===== config.mk =====
export PLATFORM = sky130hd
export DESIGN_NAME = seq_req_gen_4port
export DESIGN_NICKNAME = d
export VERILOG_FILES = /design/src/rtl/seq_req_pkg.sv /design/src/rtl/seq_req_port.sv /design/src/rtl/seq_req_gen_4port.sv
export SDC_FILE = /design/constraint.sdc
export NUM_CORES = 1
export LEC_CHECK = 0
export CORE_UTILIZATION = 51
export CTS_CLUSTER_SIZE = 40
export DETAILED_ROUTE_END_ITERATION = 16
export PLACE_DENSITY_LB_ADDON = 0.05
export SYNTH_ARGS = -nofsm -noshare
export SYNTH_HDL_FRONTEND = slang
export SYNTH_SLANG_ARGS = --single-unit

===== constraint.sdc =====
create_clock -name clk -period 6.7 [get_ports clk]
set_input_delay 2.01 -clock clk [delete_from_list [all_inputs] [get_ports clk]]
set_output_delay 2.01 -clock clk [all_outputs]
set_load 0.01 [all_outputs]

===== src/rtl/seq_req_pkg.sv =====
// Shared types and helpers for the 4-port request generator / grant checker.
package seq_req_pkg;

    localparam int unsigned NPORTS = 4;

    typedef logic [NPORTS-1:0] port_vec_t;

    // True when more than one bit of the vector is set.
    function automatic logic multi_hot(input port_vec_t vec);
        logic seen;
        logic multi;
        seen  = 1'b0;
        multi = 1'b0;
        for (int i = 0; i < int'(NPORTS); i++) begin
            if (vec[i]) begin
                multi = multi | seen;
                seen  = 1'b1;
            end
        end
        return multi;
    endfunction

endpackage


===== src/rtl/seq_req_port.sv =====
// One requester port: pending-request count, served counter, wait/starve tracking.
module seq_req_port #(
    parameter int unsigned DEPTH        = 4,
    parameter int unsigned CNT_W        = 8,
    parameter int unsigned STARVE_LIMIT = 16
) (
    input  logic             clk,
    input  logic             reset_n,
    input  logic             push,
    input  logic             grant_valid,
    input  logic             spurious,
    input  logic             clear,
    output logic             req,
    output logic             full,
    output logic [CNT_W-1:0] served,
    output logic             starve
);

    localparam int unsigned PEND_W = $clog2(DEPTH + 1);
    localparam int unsigned WAIT_W = $clog2(STARVE_LIMIT + 1);
    localparam logic [PEND_W-1:0] PEND_MAX   = PEND_W'(DEPTH);
    localparam logic [WAIT_W-1:0] WAIT_MAX   = WAIT_W'(STARVE_LIMIT);
    localparam logic [CNT_W-1:0]  SERVED_MAX = '1;

    logic [PEND_W-1:0] pending, pending_nxt;
    logic [WAIT_W-1:0] wait_cnt, wait_nxt;
    logic [CNT_W-1:0]  served_nxt;
    logic              starve_nxt;
    logic              consume;

    assign req  = (pending != '0);
    assign full = (pending == PEND_MAX);

    // A grant flagged spurious must never move port state.
    assign consume = grant_valid & ~spurious;

    always_comb begin
        pending_nxt = pending;
        served_nxt  = served;
        wait_nxt    = '0;
        starve_nxt  = starve;

        if (push && !consume) begin
            if (!full) pending_nxt = pending + PEND_W'(1);
        end else if (consume && !push) begin
            pending_nxt = pending - PEND_W'(1);
        end

        if (consume && (served != SERVED_MAX)) served_nxt = served + CNT_W'(1);

        if (req && !consume) begin
            wait_nxt = (wait_cnt == WAIT_MAX) ? wait_cnt : wait_cnt + WAIT_W'(1);
        end
        if (wait_nxt == WAIT_MAX) starve_nxt = 1'b1;

        // Clear wins over any same-cycle increment; pending is deliberately kept.
        if (clear) begin
            served_nxt = '0;
            wait_nxt   = '0;
            starve_nxt = 1'b0;
        end
    end

    always_ff @(posedge clk or negedge reset_n) begin
        if (!reset_n) begin
            pending  <= '0;
            served   <= '0;
            wait_cnt <= '0;
            starve   <= 1'b0;
        end else begin
            pending  <= pending_nxt;
            served   <= served_nxt;
            wait_cnt <= wait_nxt;
            starve   <= starve_nxt;
        end
    end

endmodule


===== src/rtl/seq_req_gen_4port.sv =====
// Requester endpoint for a 4-input arbiter: drives reqs, checks grants, counts service.
module seq_req_gen_4port
    import seq_req_pkg::*;
#(
    parameter int unsigned DEPTH        = 4,
    parameter int unsigned CNT_W        = 8,
    parameter int unsigned STARVE_LIMIT = 16
) (
    input  logic             clk,
    input  logic             reset_n,
    input  logic [3:0]       push,
    input  logic [3:0]       grants,
    input  logic             clear,
    input  logic [1:0]       served_sel,
    output logic [3:0]       reqs,
    output logic [3:0]       full,
    output logic [CNT_W-1:0] served_cnt,
    output logic [3:0]       starve,
    output logic             err_spurious,
    output logic             err_multi
);

    port_vec_t        grant_valid;
    port_vec_t        spurious_vec;
    logic             multi;
    logic [CNT_W-1:0] served [NPORTS];

    // Grant checker: a multi-hot vector is consumed by nobody.
    always_comb begin
        multi        = multi_hot(grants);
        spurious_vec = grants & ~reqs;
        grant_valid  = multi ? '0 : (grants & reqs);
    end

    for (genvar i = 0; i < NPORTS; i++) begin : g_port
        seq_req_port #(
            .DEPTH        (DEPTH),
            .CNT_W        (CNT_W),
            .STARVE_LIMIT (STARVE_LIMIT)
        ) u_port (
            .clk         (clk),
            .reset_n     (reset_n),
            .push        (push[i]),
            .grant_valid (grant_valid[i]),
            .spurious    (spurious_vec[i]),
            .clear       (clear),
            .req         (reqs[i]),
            .full        (full[i]),
            .served      (served[i]),
            .starve      (starve[i])
        );
    end

    always_ff @(posedge clk or negedge reset_n) begin
        if (!reset_n) begin
            err_spurious <= 1'b0;
            err_multi    <= 1'b0;
        end else if (clear) begin
            err_spurious <= 1'b0;
            err_multi    <= 1'b0;
        end else begin
            if (|spurious_vec) err_spurious <= 1'b1;
            if (multi)         err_multi    <= 1'b1;
        end
    end

    assign served_cnt = served[served_sel];

endmodule


# [After elaboration in Yosys (flattened, before gate mapping)]
# Cells that the tools add are included.
[op_classes] add_sub_neg=16 multipliers=0 div=0 n_lt_le_gt_ge=1 eq_ne=20 shifts=0 mux=54 n_bitwise=14 n_reduce_logical=47
[ops] op="$mux W8" count=10
[ops] op="$mux W5" count=12
[ops] op="$eq A5 B5 Y1 const B" count=8
[ops] op="$mux W3" count=12
[ops] op="$add A8 B1 Y8 const B" count=4
[ops] op="$ne A8 B8 Y1 const B" count=4
[ops] op="$reduce_bool A2 Y1" count=14
[ops] op="$add A5 B1 Y5 const B" count=4
[ops] op="$mux W1" count=18
[ops] op="$bmux W8 S2" count=1
[ops] op="$logic_and A1 B1 Y1" count=16
[ops] op="$add A3 B1 Y3 const B" count=4
[ops] op="$eq A3 B3 Y1 const B" count=4
[ops] op="$reduce_bool A3 Y1" count=4
[ops] op="$sub A3 B1 Y3 const B" count=4
[ops] op="$and A4 B4 Y4" count=2
[ops] op="$logic_not A1 Y1" count=8
[ops] op="$ne A2 B2 Y1 const B" count=4
[ops] op="$reduce_and A2 Y1" count=4
[ops] op="$and A1 B1 Y1" count=4
[ops] op="$mux W4" count=1
[ops] op="$not A1 Y1" count=4
[ops] op="$not A4 Y4" count=1
[ops] op="$reduce_or A4 Y1" count=1
[ops] op="3 further kinds" count=4
[word_totals] register_bits=70 latch_bits=0 mem_bits_rw=0 mem_bits_ro=0 input_bits=13 elab_cells=170 memories=0

# [Depth between registers and ports, before layout]
# Gate-level depths: netlist of run 1.
[logic_depth] ltp_word=14 ltp_mapped=10

# [Modules after synthesis]
# A second synthesis of run 1 with hierarchy kept.
[hier_totals] hier_cells=421 hier_area_um2=4265.3
[modules_own_cells] mod="seq_req_port (g_port[0].u_port ...)" n_inst=2 cells_each=100 area_per_inst_um2=999.7 seq_area_each_um2=425.4
[modules_own_cells] mod="seq_req_port (g_port[1].u_port)" n_inst=1 cells_each=97 area_per_inst_um2=968.4 seq_area_each_um2=425.4
[modules_own_cells] mod="seq_req_port (g_port[2].u_port)" n_inst=1 cells_each=93 area_per_inst_um2=945.9 seq_area_each_um2=425.4
[modules_own_cells] mod="seq_req_gen_4port" n_inst=1 cells_each=31 area_per_inst_um2=351.6 seq_area_each_um2=50.0

# [Worst setup path after synthesis of run 1]
# OpenSTA, ideal clock, no wires.
[synth_timing] path_kind="in2out" from="input served_sel[0]" to="output served_cnt[0]" arrival_ns=3.025 required_time_ns=4.690 slack_ns=1.665 stages=2 cell_sequence="clkbuf_1 -> mux4_2"
[synth_via] elab_chain_len=4
[synth_rtl] element="from (decl)" line_no="seq_req_gen_4port.sv:14" source="input logic [1:0] served_sel,"
[synth_rtl] element="$not A2 Y3 (implied by the code)" line_no="seq_req_gen_4port.sv:67" source="assign served_cnt = served[served_sel];"
[synth_rtl] element="$bmux W8 S2" line_no="seq_req_gen_4port.sv:67"
[synth_rtl] element="$mux W8 (implied by the code) (2 in series)" line_no="seq_req_gen_4port.sv:67"
[synth_rtl] element="to (decl)" line_no="seq_req_gen_4port.sv:17" source="output logic [CNT_W-1:0] served_cnt,"
# No other way between the ends. The select of a mux whose other input is x is not followed.

# [Final worst setup path of run 1]
[layout_timing] from="input served_sel[0]" to="output served_cnt[5]"
# Same word-level chain as after synthesis.

==> results of run 1 <==
==> metrics by stage <==
stage | std cells | hold slack, ps
finish | 554 | 491
global route | 554 | 516
CTS | 554 | 500
detailed placement | 538 | 482
global placement | 538 | 473
floorplan | 424 | 456
==> synth_stat cells, types with 5 or more instances <==
library cell	instances
dfrtp_1	70
nand3_1	29
or3_1	17
nor3_1	11
o21ai_0	14
inv_1	20
a32o_1	6
ha_1	12
mux2i_1	7
clkbuf_1	8
or4_1	5
and3_1	5
mux4_2	8
o31ai_1	5
nand4_1	6
a31oi_1	7
nor2_1	31
a21oi_1	23
xor2_1	19
nand2_1	18
buf_4	16
nand3b_1	9
==> logic make-up (layout without fill, tap and decap cells) <==
logic type	after synthesis	in the layout	synth area share, %
fa+ha+maj	17	17	5.60
mux	15	15	5.83
xor+xnor	23	23	4.70
buf+inv	49	74	6.04
compound gates	85	85	14.0
simple gates	165	165	23.0
flops	70	70	40.8
==> final cells by class <==
type	instances	area [µm²]
Clock inverter	6	61.3
Tap cell	105	131
Timing Repair Buffer	37	358
Inverter	21	78.8
Clock buffer	10	138
Fill cell	722	3380
Multi-Input combinational cell	305	2280
Sequential cell	70	1750
==> layer usage <==
layer | routed length (µm) | vias up
li1 | - | 1595
met1 | 4180 | 1587
met5 | 0 | -
met3 | 457 | 20
met2 | 4160 | 80
met4 | 196 | 0
==> worst max-delay path, stage by stage <==
cell and delay, ps:
clkdlybuf4s50_1 790, mux4_2 580, clkdlybuf4s50_1 490
==> registers in the layout (all words and copies together) (netlist names) <==
name / count
err_multi: 1
err_spurious: 1
g_port.u_port.pending: 12
g_port.u_port.served: 32
g_port.u_port.starve: 4
g_port.u_port.wait_cnt: 20
==> power groups by stage <==
| stage | combinational (µW) | sequential, µW | clock [µW] |
|---|---|---|---|
| after floorplan | 303 | 555 | 0 |
| after global placement | 387 | 570 | 0 |
| after detailed placement | 398 | 572 | 0 |
| after CTS | 400 | 564 | 357 |
| after global routing | 451 | 580 | 376 |
| final | 394 | 564 | 347 |
==> worst min-delay path by stage <==
stage | endpoint | slack, ps | cells past startpoint
global placement | g_port[1].u_port.pending[2] | 470 | 1
detailed placement | g_port[0].u_port.pending[2] | 480 | 1
global route | g_port[3].u_port.starve | 520 | 1
finish | g_port[3].u_port.starve | 490 | 1
CTS | g_port[0].u_port.pending[2] | 500 | 1
floorplan | g_port[0].u_port.pending[2] | 460 | 1
==> flow_summary.json, run 1 <==
{
  "outcome": "complete, no violations",
  "endpoint_kind": "primary output",
  "worst-path-max-fanout": 8,
  "routed_via_density": 5.92,
  "placed_cell_area_um2": 4600,
  "drc": 0,
  "cp.arrival_ps": 3880,
  "met1_usage_pct": 32.2,
  "yosys.area.top_type": "dfrtp_1",
  "final_cell_mix": "dfrtp_1 (70), clkdlybuf4s50_1 (33), nor2_1 (31)",
  "cp-endpoint": "served_cnt[5]",
  "grt_pass1_vias": 3201,
  "layout_commonest_cell": "dfrtp_1",
  "clock-sinks": 70,
  "clock-root-buffer": "clkbuf_8",
  "skew_ps": 12.8,
  "async_flop_share_pct": 100,
  "grt-busiest-layer": "met2",
  "grt_overflow_total": 0,
  "synthDominantCellAreaShare_pct": 40.8,
  "peakVddDrop_uv": 147,
  "cts_max_path_buffers": 2,
  "tns_ps": 0,
  "setup_slack_ps": 811,
  "crit_required_ps": 4690,
  "numCtsBuffers": 9,
  "fin_crit_sh_pct": 87.9,
  "start_util_pct": 52.5,
  "regToRegSetupSlack_ps": 4100,
  "syn_inst": 424,
  "p_clk_share_pct": 26.6,
  "hp-class": "register to register",
  "cp-start-kind": "primary input",
  "diodes": 0,
  "swShare_pct": 34.6,
  "rr_worst_depth": 9,
  "area_growth_pct": 11.8,
  "clock_latency_ps": 350,
  "fmax_mhz": 170,
  "grt_max_degree": 45,
  "setup_viol_count_final": 0,
  "htreeDepth": 3,
  "yosys_register_bits": 70,
  "leakage_uw": 0.00196,
  "grt_first_pass_wirelength_um": 15700,
  "worstHoldStart": "g_port[3].u_port.starve",
  "clkTransAtPathRegs_ps": 70,
  "synth.distinct_cells": 65,
  "r2r_end": "g_port[2].u_port.pending[2]",
  "final_area_um2": 4800,
  "wl_per_cell_um": 16.2,
  "postSynthAreaPerCell_um2": 10.1,
  "drt_iter0_drc": 179,
  "antenna_found_initial": 0,
  "die-area_um2": 8780,
  "dp_hpwl_um": 6450,
  "route.vias.total": 3282,
  "cts_resized": 0,
  "synth_edf_count": 0,
  "hold_viol": 0,
  "rows": 33,
  "drive_gt1_share_pct": 9.58,
  "grt_use_met2_pct": 35.5,
  "totalWireLength_um": 9000,
  "num_io_pins": 35,
  "routabilityCongestion": 0.814,
  "final_nets": 473,
  "maxCapViolCount": 0,
  "port_buffers": 34,
  "dpl_worst_slack_ps": 787,
  "drtPass1Iterations": 5,
  "combinationalPowerShare_pct": 30.2,
  "syn_area_um2": 4290,
  "pwr-share-seq_pct": 43.2,
  "synth_area_leaders": "dfrtp_1 (41%), mux4_2 (4.2%), xor2_1 (3.9%)",
  "worst_pin_slew_ps": 848,
  "yosysSeqAreaShare_pct": 40.8,
  "max-slew-margin-rel_pct": 43.3,
  "cp-startpoint": "served_sel[0]",
  "ys.flop_type": "dfrtp_1",
  "switchingPower_uw": 452,
  "p_int_uw": 854,
  "yosysWarnings": 0,
  "core_um2": 8180,
  "rsz0062_at_grt": "false",
  "path_class": "primary input to primary output",
  "syn_nets": 453,
  "ctsHoldBuffers": 0,
  "min_period_ps": 5890,
  "grtUsageTotal_pct": 23.4,
  "drv_slew": 0,
  "cts_tree": "built",
  "rr_startpoint": "g_port[2].u_port.pending[0]",
  "post_cts_buffers": 0,
  "utilization_pct": 58.7,
  "pwr_density_cell_nw_per_um2": 272,
  "power_uw": 1310,
  "die_w_um": 93.7,
  "grtUsageMet3_pct": 4.45,
  "ant_nets": 0,
  "chipHeight_um": 93.7
}
Power figures use the tool's default switching activity.
==> run 2, diff against run 1 <==
--- a/config.mk
+++ b/config.mk
@@ -5,7 +5,7 @@
 export SDC_FILE = /design/constraint.sdc
 export NUM_CORES = 1
 export LEC_CHECK = 0
-export CORE_UTILIZATION = 51
+export CORE_UTILIZATION = 43
 export CTS_CLUSTER_SIZE = 40
 export DETAILED_ROUTE_END_ITERATION = 16
 export PLACE_DENSITY_LB_ADDON = 0.05
==> run 2 against run 1 <==
Compared with the run above: cell area rose by 1.5%; fmax is 0.13% lower; global-route usage fell by 4.1 points; critical path depth unchanged; via count rose by 1.1%; count of clock-buffer cells in the layout shrank 1; sequential power barely moved; non-clock buffer count unchanged; worst hold slack got worse by 7.1 ps; wire length up 2.4%; die area is 18% higher.
==> flow_summary.json, run 2 (synthesis results as in run 1) <==
{
  "chipHeight_um": 102,
  "leakage_uw": 0.00197,
  "worst_pin_slew_ps": 871,
  "placed_cell_area_um2": 4630,
  "cts_tree": "built",
  "pwr-share-seq_pct": 41.2,
  "port_buffers": 34,
  "fmax_mhz": 170,
  "p_int_uw": 918,
  "combinationalPowerShare_pct": 28.8,
  "hold_viol": 0,
  "ctsHoldBuffers": 0,
  "rsz0062_at_grt": "false",
  "worst-path-max-fanout": 8,
  "clock_latency_ps": 350,
  "min_path_cells": 1,
  "antenna_found_initial": 0,
  "cts_max_path_buffers": 2,
  "swShare_pct": 33.0,
  "switchingPower_uw": 452,
  "grt_overflow_total": 0,
  "die-area_um2": 10400,
  "drv_slew": 0,
  "hold_end": "g_port[0].u_port.pending[2]",
  "rows": 36,
  "die_w_um": 102,
  "final_cell_mix": "dfrtp_1 (70), clkdlybuf4s50_1 (33), nor2_1 (31)",
  "outcome": "complete, no violations",
  "setup_viol_count_final": 0,
  "clock-root-buffer": "clkbuf_8",
  "start_util_pct": 44.1,
  "p_clk_share_pct": 30.0,
  "regMostFlops": "g_port.u_port.served",
  "drtPass1Iterations": 4,
  "clock-sinks": 70,
  "dpl_worst_slack_ps": 784,
  "setup_slack_ps": 804,
  "min_period_ps": 5900,
  "hp-class": "register to register",
  "route.vias.total": 3317,
  "drc": 0,
  "num_io_pins": 35,
  "wl_per_cell_um": 15.8,
  "max-slew-margin-rel_pct": 41.7,
  "power_uw": 1370,
  "post_cts_buffers": 0,
  "cts_resized": 0,
  "rr_worst_depth": 9,
  "htreeDepth": 3,
  "grt_max_degree": 37,
  "largest_registers": "g_port.u_port.served (32), g_port.u_port.wait_cnt (20), g_port.u_port.pending (12)",
  "grt_first_pass_wirelength_um": 15300,
  "tns_ps": 0,
  "totalWireLength_um": 9210,
  "rr_startpoint": "g_port[2].u_port.pending[0]",
  "skew_ps": 8.15,
  "final_nets": 473,
  "numCtsBuffers": 9,
  "peakVddDrop_uv": 152,
  "r2r_end": "g_port[2].u_port.pending[2]",
  "core_um2": 9730,
  "fin_crit_sh_pct": 88.0,
  "grtUsageTotal_pct": 19.3,
  "routabilityCongestion": 0.810,
  "drt_iter0_drc": 144,
  "drive_gt1_share_pct": 9.58,
  "dp_hpwl_um": 6590,
  "largest_reg_flops": 32,
  "ant_nets": 0,
  "clkTransAtPathRegs_ps": 80,
  "regToRegSetupSlack_ps": 4120,
  "layout_commonest_cell": "dfrtp_1",
  "area_growth_pct": 13.5,
  "worstHoldStart": "g_port[0].u_port.pending[2]",
  "final_area_um2": 4870,
  "maxCapViolCount": 0,
  "cp-start-kind": "primary input",
  "endpoint_kind": "primary output",
  "diodes": 0,
  "path_class": "primary input to primary output",
  "routed_via_density": 5.70,
  "crit_required_ps": 4690,
  "grt_pass1_vias": 3104,
  "cp.arrival_ps": 3890,
  "pwr_density_cell_nw_per_um2": 281
}
==> run 2: cell types whose count changed in the layout (fill, tap and decap cells not counted), sizes merged <==
cell,previous run,this run
clkbuf,10,9
clkinv,5,4
bufinv,1,3
==> run 2: area by class of cell <==
cell class	instances	area [µm²]
clock buffers	9	124
clock inverters	7	113
fillers	935	4860
inverters	21	78.8
multi-input cells	305	2280
flip-flops and latches	70	1750
well taps	133	166
repair buffers	37	358
==> run 2: worst max-delay path by stage <==
| stage | from | endpoint | slack (ps) | depth (start not counted) |
|---|---|---|---|---|
| 6_report | served_sel[0] | served_cnt[3] | 800 | 3 |
| 5_1_grt | served_sel[0] | served_cnt[3] | 690 | 3 |
| 4_1_cts | served_sel[0] | served_cnt[1] | 780 | 3 |
| 3_5_place_dp | served_sel[0] | served_cnt[5] | 780 | 3 |
| 3_3_place_gp | served_sel[0] | served_cnt[3] | 800 | 3 |
| 2_1_floorplan | served_sel[0] | served_cnt[0] | 1660 | 2 |
==> run 2: metrics by stage <==
step	hold slack, ps	utilization (%)	std cells
finish	484	50.1	582
floorplan	456	-	424
detailed placement	478	47.6	566
CTS	488	50.1	582
global placement	474	47.6	566
global route	514	50.1	582
==> run 2: worst max-delay path, cell delays in order <==
cell	delay (ps)
clkdlybuf4s50_1	800
mux4_2	580
clkdlybuf4s50_1	490
==> run 2: power by group through the flow <==
| stage | Combinational (µW) | Clock (µW) | Sequential [µW] |
|---|---|---|---|
| 6_report | 394 | 411 | 564 |
| 5_1_grt | 448 | 443 | 577 |
| 4_1_cts | 400 | 428 | 565 |
| 3_5_place_dp | 398 | 0 | 572 |
| 3_3_place_gp | 390 | 0 | 571 |
| 2_1_floorplan | 303 | 0 | 555 |
==> run 2: layer usage <==
metal	GRT usage, %	vias up	share of wire, %
li1	-	1606	-
met3	4.72	8	4.0
met5	0	-	0
met4	4.62	0	0.87
met2	32.0	51	48
met1	25.5	1652	47
